$ cat config.mk
export PLATFORM = sky130hd
export DESIGN_NAME = jtag_tap_monitor
export DESIGN_NICKNAME = d
export VERILOG_FILES = /design/src/rtl/jtag_tap_pkg.sv /design/src/rtl/jtag_sync2.sv /design/src/rtl/jtag_tap_monitor.sv
export SDC_FILE = /design/constraint.sdc
export NUM_CORES = 1
export LEC_CHECK = 0
export CAP_MARGIN = 40
export CORE_MARGIN = 4
export CORE_UTILIZATION = 30
export DETAILED_ROUTE_END_ITERATION = 16
export DONT_BUFFER_PORTS = 1
export GPL_ROUTABILITY_DRIVEN = 0
export PLACE_DENSITY = 0.5
export SLEW_MARGIN = 20
export SYNTH_ARGS = -nofsm -noshare
export SYNTH_HDL_FRONTEND = slang
export SYNTH_HIERARCHICAL = 1
export SYNTH_SLANG_ARGS = --single-unit
$ cat constraint.sdc
create_clock -name int_osc -period 2.1 [get_ports int_osc]
set_input_delay 0.21 -clock int_osc [delete_from_list [all_inputs] [get_ports int_osc]]
set_output_delay 0.21 -clock int_osc [all_outputs]
set_load 0.01 [all_outputs]
$ cat src/rtl/jtag_tap_pkg.sv
// Shared TAP controller definitions for the JTAG pin monitor: the 4-bit IEEE 1149.1
// state encoding and the state-transition function.
package jtag_tap_pkg;

    typedef logic [3:0] tap_state_t;

    localparam tap_state_t TAP_TLR   = 4'hF;
    localparam tap_state_t TAP_RTI   = 4'hC;
    localparam tap_state_t TAP_SELDR = 4'h7;
    localparam tap_state_t TAP_CAPDR = 4'h6;
    localparam tap_state_t TAP_SHDR  = 4'h2;
    localparam tap_state_t TAP_EX1DR = 4'h1;
    localparam tap_state_t TAP_PAUDR = 4'h3;
    localparam tap_state_t TAP_EX2DR = 4'h0;
    localparam tap_state_t TAP_UPDDR = 4'h5;
    localparam tap_state_t TAP_SELIR = 4'h4;
    localparam tap_state_t TAP_CAPIR = 4'hE;
    localparam tap_state_t TAP_SHIR  = 4'hA;
    localparam tap_state_t TAP_EX1IR = 4'h9;
    localparam tap_state_t TAP_PAUIR = 4'hB;
    localparam tap_state_t TAP_EX2IR = 4'h8;
    localparam tap_state_t TAP_UPDIR = 4'hD;

    function automatic tap_state_t next_tap(input tap_state_t state, input logic tms);
        tap_state_t nxt;
        nxt = TAP_TLR;
        case (state)
            TAP_TLR:   nxt = tms ? TAP_TLR   : TAP_RTI;
            TAP_RTI:   nxt = tms ? TAP_SELDR : TAP_RTI;
            TAP_SELDR: nxt = tms ? TAP_SELIR : TAP_CAPDR;
            TAP_CAPDR: nxt = tms ? TAP_EX1DR : TAP_SHDR;
            TAP_SHDR:  nxt = tms ? TAP_EX1DR : TAP_SHDR;
            TAP_EX1DR: nxt = tms ? TAP_UPDDR : TAP_PAUDR;
            TAP_PAUDR: nxt = tms ? TAP_EX2DR : TAP_PAUDR;
            TAP_EX2DR: nxt = tms ? TAP_UPDDR : TAP_SHDR;
            TAP_UPDDR: nxt = tms ? TAP_SELDR : TAP_RTI;
            TAP_SELIR: nxt = tms ? TAP_TLR   : TAP_CAPIR;
            TAP_CAPIR: nxt = tms ? TAP_EX1IR : TAP_SHIR;
            TAP_SHIR:  nxt = tms ? TAP_EX1IR : TAP_SHIR;
            TAP_EX1IR: nxt = tms ? TAP_UPDIR : TAP_PAUIR;
            TAP_PAUIR: nxt = tms ? TAP_EX2IR : TAP_PAUIR;
            TAP_EX2IR: nxt = tms ? TAP_UPDIR : TAP_SHIR;
            TAP_UPDIR: nxt = tms ? TAP_SELDR : TAP_RTI;
            default:   nxt = TAP_TLR;
        endcase
        return nxt;
    endfunction

endpackage

$ cat src/rtl/jtag_sync2.sv
// Two-flop synchronizer with asynchronous active-high reset, used for each raw JTAG net.
module jtag_sync2 (
    input  logic clk,
    input  logic rst,
    input  logic d,
    output logic q
);

    logic s1;

    always_ff @(posedge clk or posedge rst) begin
        if (rst) begin
            s1 <= 1'b0;
            q  <= 1'b0;
        end else begin
            s1 <= d;
            q  <= s1;
        end
    end

endmodule

$ cat src/rtl/jtag_tap_monitor.sv
// Passive JTAG TAP mirror: tracks TAP state, last IR, Shift-DR bit count and TCK activity.
// Define JTAG_TAP_MON_TDO_CAPTURE_EN to also capture the last 32 TDO bits of each DR scan.
module jtag_tap_monitor
    import jtag_tap_pkg::*;
#(
    parameter int                 IR_LEN   = 4,
    parameter logic [IR_LEN-1:0]  IR_RESET = IR_LEN'(1),
    parameter int                 ACT_HOLD = 2400000
) (
    input  logic              int_osc,
    input  logic              rst,
    input  logic              tck,
    input  logic              tms,
    input  logic              tdi,
    input  logic              tdo,
    output logic [3:0]        tap_state,
    output logic [IR_LEN-1:0] ir_value,
    output logic              ir_valid,
    output logic [15:0]       dr_bit_count,
`ifdef JTAG_TAP_MON_TDO_CAPTURE_EN
    output logic [31:0]       dr_tdo,
`endif
    output logic              led_activity
);

    localparam int CNT_W = (ACT_HOLD > 1) ? $clog2(ACT_HOLD) : 1;
    localparam logic [CNT_W-1:0]  HOLD_LOAD  = CNT_W'(ACT_HOLD - 1);
    localparam logic [IR_LEN-1:0] IR_CAPTURE = {{(IR_LEN-1){1'b0}}, 1'b1};

    logic       tck_s2;
    logic       tck_s3;
    logic       tms_s;
    logic       tdi_s;
    logic       tck_rise;
    tap_state_t tap_next;

    logic [IR_LEN-1:0] ir_shift;
    logic [CNT_W-1:0]  hold_cnt;

    jtag_sync2 u_sync_tck (.clk(int_osc), .rst(rst), .d(tck), .q(tck_s2));
    jtag_sync2 u_sync_tms (.clk(int_osc), .rst(rst), .d(tms), .q(tms_s));
    jtag_sync2 u_sync_tdi (.clk(int_osc), .rst(rst), .d(tdi), .q(tdi_s));

    assign tck_rise = tck_s2 & ~tck_s3;
    assign tap_next = next_tap(tap_state, tms_s);

    always_ff @(posedge int_osc or posedge rst) begin
        if (rst) begin
            tck_s3       <= 1'b0;
            tap_state    <= TAP_TLR;
            ir_shift     <= '0;
            ir_value     <= IR_RESET;
            ir_valid     <= 1'b0;
            dr_bit_count <= '0;
        end else begin
            tck_s3 <= tck_s2;
            if (tck_rise) begin
                tap_state <= tap_next;

                // LSB leaves first, so TDI enters at the MSB; the exit edge to Ex1IR still shifts.
                if (tap_state == TAP_SHIR) begin
                    ir_shift <= {tdi_s, ir_shift[IR_LEN-1:1]};
                end else if (tap_state == TAP_CAPIR) begin
                    ir_shift <= IR_CAPTURE;
                end

                if (tap_next == TAP_TLR) begin
                    ir_value <= IR_RESET;
                    ir_valid <= 1'b0;
                end else if (tap_next == TAP_UPDIR) begin
                    ir_value <= ir_shift;
                    ir_valid <= 1'b1;
                end

                if (tap_next == TAP_CAPDR) begin
                    dr_bit_count <= '0;
                end else if (tap_state == TAP_SHDR && dr_bit_count != 16'hFFFF) begin
                    dr_bit_count <= dr_bit_count + 16'd1;
                end
            end
        end
    end

`ifdef JTAG_TAP_MON_TDO_CAPTURE_EN
    logic        tdo_s;
    logic [31:0] dr_shift;

    jtag_sync2 u_sync_tdo (.clk(int_osc), .rst(rst), .d(tdo), .q(tdo_s));

    always_ff @(posedge int_osc or posedge rst) begin
        if (rst) begin
            dr_shift <= '0;
            dr_tdo   <= '0;
        end else if (tck_rise) begin
            if (tap_state == TAP_SHDR) begin
                dr_shift <= {tdo_s, dr_shift[31:1]};
            end
            if (tap_next == TAP_UPDDR) begin
                dr_tdo <= dr_shift;
            end
        end
    end
`else
    logic unused_tdo;
    assign unused_tdo = tdo;
`endif

    always_ff @(posedge int_osc or posedge rst) begin
        if (rst) begin
            hold_cnt <= '0;
        end else if (tck_rise) begin
            hold_cnt <= HOLD_LOAD;
        end else if (hold_cnt != '0) begin
            hold_cnt <= hold_cnt - 1'b1;
        end
    end

    // Including the rise cycle itself makes one TCK edge light the LED for ACT_HOLD cycles.
    assign led_activity = tck_rise | (hold_cnt != '0);

endmodule

==> key figures <==
Outcome
  • Outcome: complete, but fails checks
  • Violations in the final reports: negative setup slack

Timing
  • Setup TNS: -0.4957 ns
  • Number of failing setup endpoints in the final timing report: 9
  • Number of failing hold endpoints at the final stage: 0
  • Slew at the pin closest to its max-slew limit: 0.4759 ns
  • Setup repair after global routing missed its margin: yes
  • PnR worst setup slack: -0.1368 ns
  • Fin. max-slew vios: 0
  • Final period util: 106.5%
  • Max Freq: 0.4471 GHz
  • Post-route minimum period: 2.237 ns
  • Worst clock skew on the final layout: 0.009272 ns
  • Max-slew headroom at the worst pin: 68.27%

Pwr
  • Int Pwr: 2.111 mW
  • Power per Cell Area: 771.4 nW/um^2
  • Switching component of the power: 0.9854 mW
  • Combinational share of power: 22.0%
  • Largest voltage drop on the vdd net: 0.4533 mV
  • Sum of internal, switching and leakage power: 3.096 mW
  • Leak Pwr: 1.659 nW
  • Clock group share of total power: 34.1%
  • Net switching share of the total power: 31.82%
  • Portion of total power attributed to sequential cells: 43.9%

Clock network
  • H-tree level count: 3
  • Number of clock buffers inserted by TritonCTS: 9
  • Root buffer cell: clkbuf_8
  • Worst-Skew Late Latency: 0.34 ns
  • Buffers from clock root to sink, at most: 2
  • Worst-path clk slew: 0.08 ns
  • Number of sinks handled by clock tree synthesis: 58
  • CTS tree: yes

Die
  • Floorplan die width: 109.9 microns
  • Die Footprint: 12,070 sq um
  • Starting density of the core: 31.27%
  • Number of top-level design ports: 32
  • Row count: 36
  • Height of the die: 109.9 microns
  • Area of the placeable core: 9955 sq um

Finish
  • Core occupancy in the finished layout: 40.32%
  • Most used cells in the layout excluding fill and tap cells: 62 x buf_4, 52 x dfrtp_1, 32 x nand2_1, 25 x o21ai_0, 20 x nor2_1
  • Number of fillers in the final layout: 990
  • Post-route design area: 4014 sq um
  • Fraction of layout instances using a drive strength above 1: 30.79%
  • Total Nets Final: 396
  • Signed area change from the synthesized netlist to the final layout: 28.94%
  • Antenna diode instance count: 0
  • Most common cell after layout, fill and taps aside: buf_4

Logic synthesis
  • Cells taking the most area after synthesis: dfrtp_1 43%, dfstp_2 4.2%, o21ai_0 4.2%
  • Synthesized cell area: 3113 sq um
  • Sequential fraction of the synthesis area: 46.82%
  • Most used DFF post-synth: dfrtp_1
  • Number of instances in the synthesized netlist: 328
  • Async S/R FF share, synth: 100.0%
  • Share of the synthesized area in the top cell type: 42.60%
  • Biggest area consumer among synthesized cells: dfrtp_1
  • Syn Area/Cell: 9.491 sq um
  • Number of synthesized register bits: 58
  • Number of enable flip-flop cells after synthesis: 0
  • Netlist cell types: 58
  • Nets in the synthesized netlist: 336
  • Synth warnings: 6

Place
  • Post-placement setup slack: -0.1532 ns
  • Cell Area, Placed: 3649 sq um
  • Placed wire-length estimate after detailed placement: 5434 microns
  • IO buf count: 0

Global route
  • Overall global routing resource usage: 13.92%
  • Global-route congestion overflow total: 0
  • Number of antenna violations at the first check in global routing: 0
  • Maximum number of pins on one net before global-route repair: 21
  • Global-route wire length before repair: 13,100 microns
  • Number of global-route vias before repair: 2,638

Route
  • Post-Route M1 WL: 3599 microns
  • Router iterations before antenna repair: 4
  • DR iter-0 viols: 161
  • Vias per cell: 5.135
  • Final antenna-violating net count: 0
  • DR WL/cell: 14.79 microns
  • Number of vias after detailed routing: 2,701
  • Overall routed net length: 7777 microns
  • # DRC: 0
  • Total met2 wirelength after detailed routing: 3674 microns
  • Total length of routed met3 wires: 391 microns
  • Max layer used: met4

Worst hold path
  • Path type of the worst min-delay path: primary input to asynchronous set/reset pin

Critical path
  • Nature of the critical path startpoint: flop
  • Arrival time at the worst endpoint: 2.45 ns
  • Critical-path maximum fanout: 3
  • Type of the setup path with the least slack: flop to flop
  • Endpoint kind of the worst setup timing path: flop
  • Startpoint of the worst-slack reg-to-reg timing path: hold_cnt[0]$_DFFE_PP0P_
  • Launching element of the worst setup path: hold_cnt[0]$_DFFE_PP0P_
  • Worst path required time: 2.32 ns

Flow run
  • Max capacitance violation total: 0
==> metal layers <==
layer | vias up | track usage, %
li1 | 1316 | -
met1 | 1318 | 18.74
met2 | 59 | 21.36
met3 | 8 | 3.641
met4 | 0 | 5.343
met5 | - | 0
==> cells by family after synthesis <==
kind of cell | Yosys count | share of synthesized area (%)
AOI/OAI and AO/OA | 80 | 17.36
xor gates and xnor gates | 15 | 4.220
adders and majority gates | 2 | 0.8037
buffers and inverters | 35 | 4.582
DFF | 58 | 46.82
muxes | 5 | 1.688
and+or+nand+nor | 133 | 24.52
==> area by class of cell <==
cell class,instances,area [sq um],area share (%)
flip-flops and latches,58,1459,36.35
well taps,133,166.4,4.146
multi-input cells,235,1574,39.21
inverters,14,52.55,1.309
clock buffers,9,123.9,3.086
clock inverters,7,78.83,1.964
repair buffers,70,559.3,13.93
==> path summary, 6_finish.rpt <==
path / endpoint / cells past startpoint / slack, ns
worst min register to register: u_sync_tms/q$_DFF_PP0_ / 0 / 0.36
max in group asynchronous: ir_value[0]$_DFFE_PP1P_ / 3 / 1.07
min in group int_osc: u_sync_tms/q$_DFF_PP0_ / 0 / 0.36
worst max register to register: hold_cnt[11]$_DFFE_PP0P_ / 7 / -0.14
worst min-delay path: u_sync_tdi/q$_DFF_PP0_ / 2 / 0.22
worst max-delay path: hold_cnt[11]$_DFFE_PP0P_ / 7 / -0.14
==> cells in the mapped netlist (7+ instances only) <==
cell,n
nor2_1,20
nor3_1,7
o21ai_0,26
o31ai_1,11
nand3_1,8
a21oi_1,13
clkbuf_1,17
dfrtp_1,53
nand4_1,10
nand2_1,33
xor2_1,9
inv_1,14
==> per-stage QoR <==
step / instances / hold slack, ns
after CTS: 520 / 0.1989
after detailed placement: 497 / -0.04157
after floorplan: 328 / -0.04882
after global routing: 526 / 0.2189
after global placement: 497 / -0.04353
final: 526 / 0.2205
==> repair_timing <==
action / in CTS / in global routing
hold endpoints to repair: 24 / 0
buffers inserted: 3 / 7
endpoints found under the setup margin: 16 / 23
gates resized for setup: 4 / 9
pin swaps: 3 / 6
hold buffers: 4 / 0
==> sequential cells by signal, summed over array words and instances (netlist names), 4 cells and up <==
register      cells
dr_bit_count     16
ir_value          4
ir_shift          4
tap_state         4
hold_cnt         22
==> critical path, stage by stage (launching register included) <==
cell and delay [ns]:
dfrtp_1 0.39, inv_2 0.08, ha_4 0.13, or4b_4 0.47
or4_4 0.47, o21ai_4 0.16, nor4_1 0.06, or3_1 0.35
==> power by group through the flow <==
stage / Clock (mW) / Combinational, mW / Sequential [mW]
CTS: 1.10 / 0.661 / 1.36
finish: 1.05 / 0.681 / 1.36
detailed placement: 0 / 0.632 / 1.38
global route: 1.14 / 0.768 / 1.38
global placement: 0 / 0.620 / 1.38
floorplan: 0 / 0.415 / 1.37
Note: power is estimated with default switching activity, not from simulation.
